**src/rtl/video_img_overlay.sv**
```systemverilog
// rtl/video_img_overlay.sv - AXI4-Stream generator: BRAM image drawn over a solid background
// Build macro VIDEO_IMG_BORDER_EN paints the 1-pixel ring around the image with ~BG_COLOR.
module video_img_overlay #(
  parameter int               DATAW      = 24,
  parameter int               SCRW       = 1920,
  parameter int               SCRH       = 1080,
  parameter int               IMGW       = 300,
  parameter int               IMGH       = 370,
  parameter int               ADDRW      = 17,
  parameter int               BRAM_LAT   = 2,
  parameter int               FIFO_DEPTH = 16,
  parameter logic [DATAW-1:0] BG_COLOR   = 24'h010101
) (
  input  logic               clk,
  input  logic               rstn,
  input  logic               en,
  input  logic [12:0]        img_x,
  input  logic [12:0]        img_y,
  input  logic [12:0]        subw,
  input  logic [12:0]        addw,
  input  logic [12:0]        subh,
  input  logic [12:0]        addh,
  output logic [DATAW-1:0]   m_axis_tdata,
  output logic               m_axis_tvalid,
  input  logic               m_axis_tready,
  output logic               m_axis_tuser,
  output logic               m_axis_tlast,
  output logic [DATAW/8-1:0] m_axis_tkeep,
  output logic [DATAW/8-1:0] m_axis_tstrb,
  output logic               m_axis_tid,
  output logic               m_axis_tdest,
  output logic               bram_en_o,
  output logic [ADDRW-1:0]   bram_addr_o,
  input  logic [DATAW-1:0]   bram_data_i,
  output logic [15:0]        frame_cnt,
  output logic               underflow,
  output logic               cfg_err
);
  localparam int PW = $clog2(FIFO_DEPTH);
  localparam int CW = PW + 1;
  localparam logic [ADDRW:0]  TOTAL   = (ADDRW+1)'(IMGW * IMGH);
  localparam logic [CW-1:0]   DEPTH_C = CW'(FIFO_DEPTH);
  localparam logic [13:0]     IMGW14  = 14'(IMGW);
  localparam logic [13:0]     IMGH14  = 14'(IMGH);

  typedef enum logic [1:0] {IDLE, PREFETCH, ACTIVE} state_t;
  state_t state;

  logic [12:0]         w, h, ix, iy, x, y;
  logic                win_ok, loaded_all, eof;
  logic [ADDRW:0]      addr;
  logic [BRAM_LAT-1:0] vld_sr;
  logic [CW-1:0]       count, in_flight;
  logic [PW-1:0]       wr_ptr, rd_ptr;
  logic [DATAW-1:0]    mem [FIFO_DEPTH];

  assign m_axis_tkeep = '1;
  assign m_axis_tstrb = '1;
  assign m_axis_tid   = 1'b0;
  assign m_axis_tdest = 1'b0;

  // Geometry for the frame about to start; a zero dimension degenerates to one pixel
  logic [12:0] w_raw, h_raw, w_new, h_new;
  logic        win_ok_new;
  assign w_raw      = 13'(SCRW) + addw - subw;
  assign h_raw      = 13'(SCRH) + addh - subh;
  assign w_new      = (w_raw == 13'd0) ? 13'd1 : w_raw;
  assign h_new      = (h_raw == 13'd0) ? 13'd1 : h_raw;
  assign win_ok_new = ({1'b0, img_x} + IMGW14 <= {1'b0, w_new}) &&
                      ({1'b0, img_y} + IMGH14 <= {1'b0, h_new});

  logic [13:0] xe, ye, ixe, iye;
  logic        in_win, in_ring;
  assign xe  = {1'b0, x};
  assign ye  = {1'b0, y};
  assign ixe = {1'b0, ix};
  assign iye = {1'b0, iy};
  assign in_win = win_ok && (xe >= ixe) && (xe < ixe + IMGW14) &&
                  (ye >= iye) && (ye < iye + IMGH14);
`ifdef VIDEO_IMG_BORDER_EN
  assign in_ring = win_ok && !in_win && (xe + 14'd1 >= ixe) && (xe <= ixe + IMGW14) &&
                   (ye + 14'd1 >= iye) && (ye <= iye + IMGH14);
`else
  assign in_ring = 1'b0;
`endif

  logic [DATAW-1:0] pix;
  logic issue, push, pop, can_load, load, stall, acc_last, start, prefetch_done;
  assign pix      = in_win ? mem[rd_ptr] : (in_ring ? ~BG_COLOR : BG_COLOR);
  // Credits: words stored plus reads still in the BRAM pipe never exceed the FIFO depth
  assign issue    = (state != IDLE) && win_ok && (addr < TOTAL) && ((count + in_flight) < DEPTH_C);
  assign push     = vld_sr[BRAM_LAT-1];
  assign can_load = (state == ACTIVE) && !loaded_all && (!in_win || count != '0);
  assign load     = can_load && (!m_axis_tvalid || m_axis_tready);
  assign pop      = load && in_win;
  assign stall    = (state == ACTIVE) && !loaded_all && in_win && (count == '0) &&
                    (!m_axis_tvalid || m_axis_tready);
  assign acc_last = (state == ACTIVE) && m_axis_tvalid && m_axis_tready && eof;
  assign start    = en && ((state == IDLE) || acc_last);
  // Look at the post-push count so ACTIVE starts in the same cycle the FIFO fills
  assign prefetch_done = (count + CW'(push) >= DEPTH_C) ||
                         ((addr == TOTAL) && (in_flight == CW'(push))) || !win_ok;

  always_ff @(posedge clk) begin
    if (push) mem[wr_ptr] <= bram_data_i;
  end

  always_ff @(posedge clk or negedge rstn) begin
    if (!rstn) begin
      state         <= IDLE;
      w             <= '0;
      h             <= '0;
      ix            <= '0;
      iy            <= '0;
      x             <= '0;
      y             <= '0;
      win_ok        <= 1'b0;
      loaded_all    <= 1'b0;
      eof           <= 1'b0;
      addr          <= '0;
      vld_sr        <= '0;
      count         <= '0;
      in_flight     <= '0;
      wr_ptr        <= '0;
      rd_ptr        <= '0;
      bram_en_o     <= 1'b0;
      bram_addr_o   <= '0;
      m_axis_tdata  <= '0;
      m_axis_tvalid <= 1'b0;
      m_axis_tuser  <= 1'b0;
      m_axis_tlast  <= 1'b0;
      frame_cnt     <= '0;
      underflow     <= 1'b0;
      cfg_err       <= 1'b0;
    end else begin
      bram_en_o <= issue;
      if (issue) bram_addr_o <= addr[ADDRW-1:0];
      vld_sr[0] <= bram_en_o;
      for (int i = 1; i < BRAM_LAT; i++) vld_sr[i] <= vld_sr[i-1];

      if (start) begin
        count     <= '0;
        in_flight <= '0;
        wr_ptr    <= '0;
        rd_ptr    <= '0;
        addr      <= '0;
      end else begin
        if (push) wr_ptr <= wr_ptr + 1'b1;
        if (pop)  rd_ptr <= rd_ptr + 1'b1;
        count     <= count + CW'(push) - CW'(pop);
        in_flight <= in_flight + CW'(issue) - CW'(push);
        if (issue) addr <= addr + 1'b1;
      end

      if (load) begin
        m_axis_tvalid <= 1'b1;
        m_axis_tdata  <= pix;
        m_axis_tuser  <= (x == 13'd0) && (y == 13'd0);
        m_axis_tlast  <= (x == w - 13'd1);
        eof           <= (x == w - 13'd1) && (y == h - 13'd1);
        if (x == w - 13'd1) begin
          x <= '0;
          if (y == h - 13'd1) loaded_all <= 1'b1;
          else                y <= y + 13'd1;
        end else begin
          x <= x + 13'd1;
        end
      end else if (m_axis_tready) begin
        m_axis_tvalid <= 1'b0;
        m_axis_tuser  <= 1'b0;
        m_axis_tlast  <= 1'b0;
        eof           <= 1'b0;
      end
      if (stall) underflow <= 1'b1;

      case (state)
        IDLE: ;
        PREFETCH: if (prefetch_done) begin
          state      <= ACTIVE;
          x          <= '0;
          y          <= '0;
          loaded_all <= 1'b0;
        end
        ACTIVE: if (acc_last) begin
          frame_cnt <= frame_cnt + 16'd1;
          state     <= IDLE;
        end
        default: state <= IDLE;
      endcase

      if (start) begin
        state   <= PREFETCH;
        w       <= w_new;
        h       <= h_new;
        ix      <= img_x;
        iy      <= img_y;
        win_ok  <= win_ok_new;
        cfg_err <= !win_ok_new;
      end
    end
  end
endmodule

```
**config.mk**
```make
export PLATFORM = sky130hd
export DESIGN_NAME = video_img_overlay
export DESIGN_NICKNAME = d
export VERILOG_FILES = /design/src/rtl/video_img_overlay.sv
export SDC_FILE = /design/constraint.sdc
export NUM_CORES = 1
export LEC_CHECK = 0
export CAP_MARGIN = 20
export CORE_MARGIN = 1
export CORE_UTILIZATION = 55
export DETAILED_ROUTE_END_ITERATION = 10
export PLACE_DENSITY = 0.76
export SYNTH_ARGS = -nofsm -noshare
export SYNTH_HDL_FRONTEND = slang
export SYNTH_SLANG_ARGS = --single-unit
```
**constraint.sdc**
```tcl
create_clock -name clk -period 5.6 [get_ports clk]
set_input_delay 0.84 -clock clk [delete_from_list [all_inputs] [get_ports clk]]
set_output_delay 0.84 -clock clk [all_outputs]
set_load 0.05 [all_outputs]
```
==> results.cfg <==
[status]
status = completed

[global_routing]
grt_pass1_wl_um = 101000
grt_pass1_vias = 18759
grt_antenna_before_repair = 3
grt_max_degree = 91
overflow = 0
grt_usage_pct = 25.6

[yosys]
synth_ff_type = edfxtp_1
yosys.area.top_type = edfxtp_1
yosys_warnings = 0
synth-seq-area-share_pct = 58.1
synthCells = 2158
synth-seq-cells = 568
ys_types = 69
yosys.area.top_type_share_pct = 41.5
synth_edf_count = 384
ys_top_cells_by_area = edfxtp_1, dfrtp_1, ha_1
synthArstFlopShare_pct = 32.4
avgSynthCellArea_um2 = 12.9
synth_area_mm2 = 0.0278

[floorplanning]
ioPinCount = 177
fp.dieH_um = 227
initial_core_util_pct = 56.3
die_w_um = 227
dieArea_mm2 = 0.0514
rows = 81
core_area_mm2 = 0.0494

[clocking]
cts_buffers = 57
ctsHoldBuffers = 0
post-cts-setup-buffer-count = 0
cts_tree = done
clk_pin_slew_ns = 0.06
root_buffer = clkbuf_16
cts_max_level = 2
clkLatencyLatePin_ns = 0.64
clock_sinks = 568
ctsResizeCount = 0
cts_buffer_depth = 3

[detailed_routing]
wl_per_cell_um = 21.2
via_count = 18286
drc = 0
first_pass_iters = 6
drt_first_iter_violations = 1420
routed_wl_um = 64400
vias_per_cell = 6.03
ant_nets = 0

[layout]
nFillCells = 3633
fin_nets = 2580
final_cell_mix = edfxtp_1, dfrtp_1, nand2_1, clkdlybuf4s50_1, ha_1
syn_to_final_growth_pct = 15.7
drive_gt1_share_pct = 10.7
layout_commonest_cell = edfxtp_1
stdcell_count = 3033
final_cell_area_mm2 = 0.0321
utilization_pct = 65.1

[setup_path]
rrSetupSlack_ns = 1.01
crit_path_max_fanout = 5
critPathArrivalTime_ns = 5.24
r2r_cells = 19
cp.required_ns = 6.10
path_class = in2reg
startpoint = addh[5]
reg2reg_to = count[4]
worstReg2RegStart = ix[2]
cp-start-kind = input pin
endpoint_kind = register

[timing]
setup_slack_ns = 0.858
fmaxAchievable_mhz = 211
tightest_slew_ns = 1.09
finClkSkew_ns = 0.0373
holdWs_ns = 0.272
finalSetupTns_ns = 0
rsz0062_at_grt = false
finalHoldViolations = 0
finalCritPeriodShare_pct = 84.7
min_period_ns = 4.74
timing.slew.headroom_pct = 27.2
slew_viol_final = 0
setup_violations = 0

[place]
place_area_mm2 = 0.0301
gp_congestion = 0.923
io_buffer_count = 168
place_inst = 2924
dp_hpwl_um = 40600
post-place-ws_ns = 0.302

[run]
max_cap_violations = 0

[power_and_ir_drop]
p_leak_nw = 12.1
ir_drop_uv = 289
p_per_area_mw_per_mm2 = 377
design_power_total_mw = 12.1

[worst_hold_path]
min_path_type = in2async
[synthesized netlist by cell type (all sizes together) (3+ instances only)]
master / n
edfxtp: 384
dfrtp: 184
nand2: 177
ha: 152
o21ai: 150
inv: 124
nor2: 93
xnor2: 81
a21oi: 76
mux4: 73
clkbuf: 59
mux2i: 56
xor2: 54
nand3: 47
nor3: 37
mux2: 32
nand4: 31
buf: 30
and3: 27
and2: 25
a21o: 23
nand2b: 20
o22ai: 20
a211o: 18
o221ai: 17
or3: 17
nor2b: 15
a211oi: 14
nor4: 12
o21a: 10
a31oi: 9
or4: 8
and4: 7
nor3b: 7
o2111ai: 7
o211ai: 7
o31ai: 6
nor4b: 5
a31o: 4
or2: 4
a2111o: 3
a2111oi: 3
fa: 3
nand4b: 3
o21bai: 3
[routing by layer]
layer	share of wire [%]	track usage [%]	up-vias
li1	-	-	8372
met1	41	32.7	9138
met2	50	44.2	627
met3	5.8	3.93	145
met4	2.9	9.48	4
met5	0.045	0	-
[worst max-delay path, stage by stage]
cell and delay, ns:
clkdlybuf4s50_1 0.46, inv_1 0.04, ha_1 0.26, inv_1 0.04, ha_1 0.35, and3_1 0.21
a2111o_1 0.45, a21oi_1 0.20, nor2_1 0.09, nor3_1 0.24, xor2_1 0.26, nand4_1 0.16
nand2_1 0.11, ha_1 0.15, inv_1 0.04, a21oi_1 0.13, o221ai_1 0.15, a221oi_1 0.35
a2bb2oi_1 0.21, a21oi_1 0.13, a211oi_1 0.29, nor2_1 0.08
[logic make-up after synthesis]
group | after synthesis | share of synthesized area, %
AOI/OAI and AO/OA | 385 | 8.62
xor gates and xnor gates | 135 | 4.26
adders and majority gates | 155 | 7.07
buffers and inverters | 213 | 3.04
DFF | 568 | 58.1
muxes | 161 | 9.24
other | 2 | 0.0270
and+or+nand+nor | 539 | 9.64
[area by class of cell]
cell class	count	area, um2	share of cell area, %
diodes	1	2.50	0.00779
clock buffers	78	1630	5.06
clock inverters	30	364	1.13
inverters	124	465	1.45
multi-input cells	1383	10900	33.8
flip-flops and latches	568	16100	50.2
well taps	664	831	2.59
repair buffers	185	1840	5.72
[worst max-delay path by stage]
| stage | endpoint | slack [ns] | cells after the start |
|---|---|---|---|
| CTS | cfg_err | 0.92 | 22 |
| global route | cfg_err | 0.59 | 22 |
| global placement | cfg_err | 0.46 | 22 |
| floorplan | cfg_err | 1.27 | 21 |
| detailed placement | cfg_err | 0.30 | 22 |
| finish | cfg_err | 0.86 | 22 |
[sequential cells by signal, summed over array words and instances (netlist names), 13 cells and up]
signal and count:
bram_addr_o 17, w 13, y 13, iy 13
ix 13, frame_cnt 16, m_axis_tdata 24, x 13
addr 18, mem 384, h 13
[where the power goes]
group	switching, mW	internal [mW]
clock network	1.65	2.32
logic	1.75	1.16
registers	0.381	4.84
total	3.78	8.32
Power figures use the tool's default switching activity.
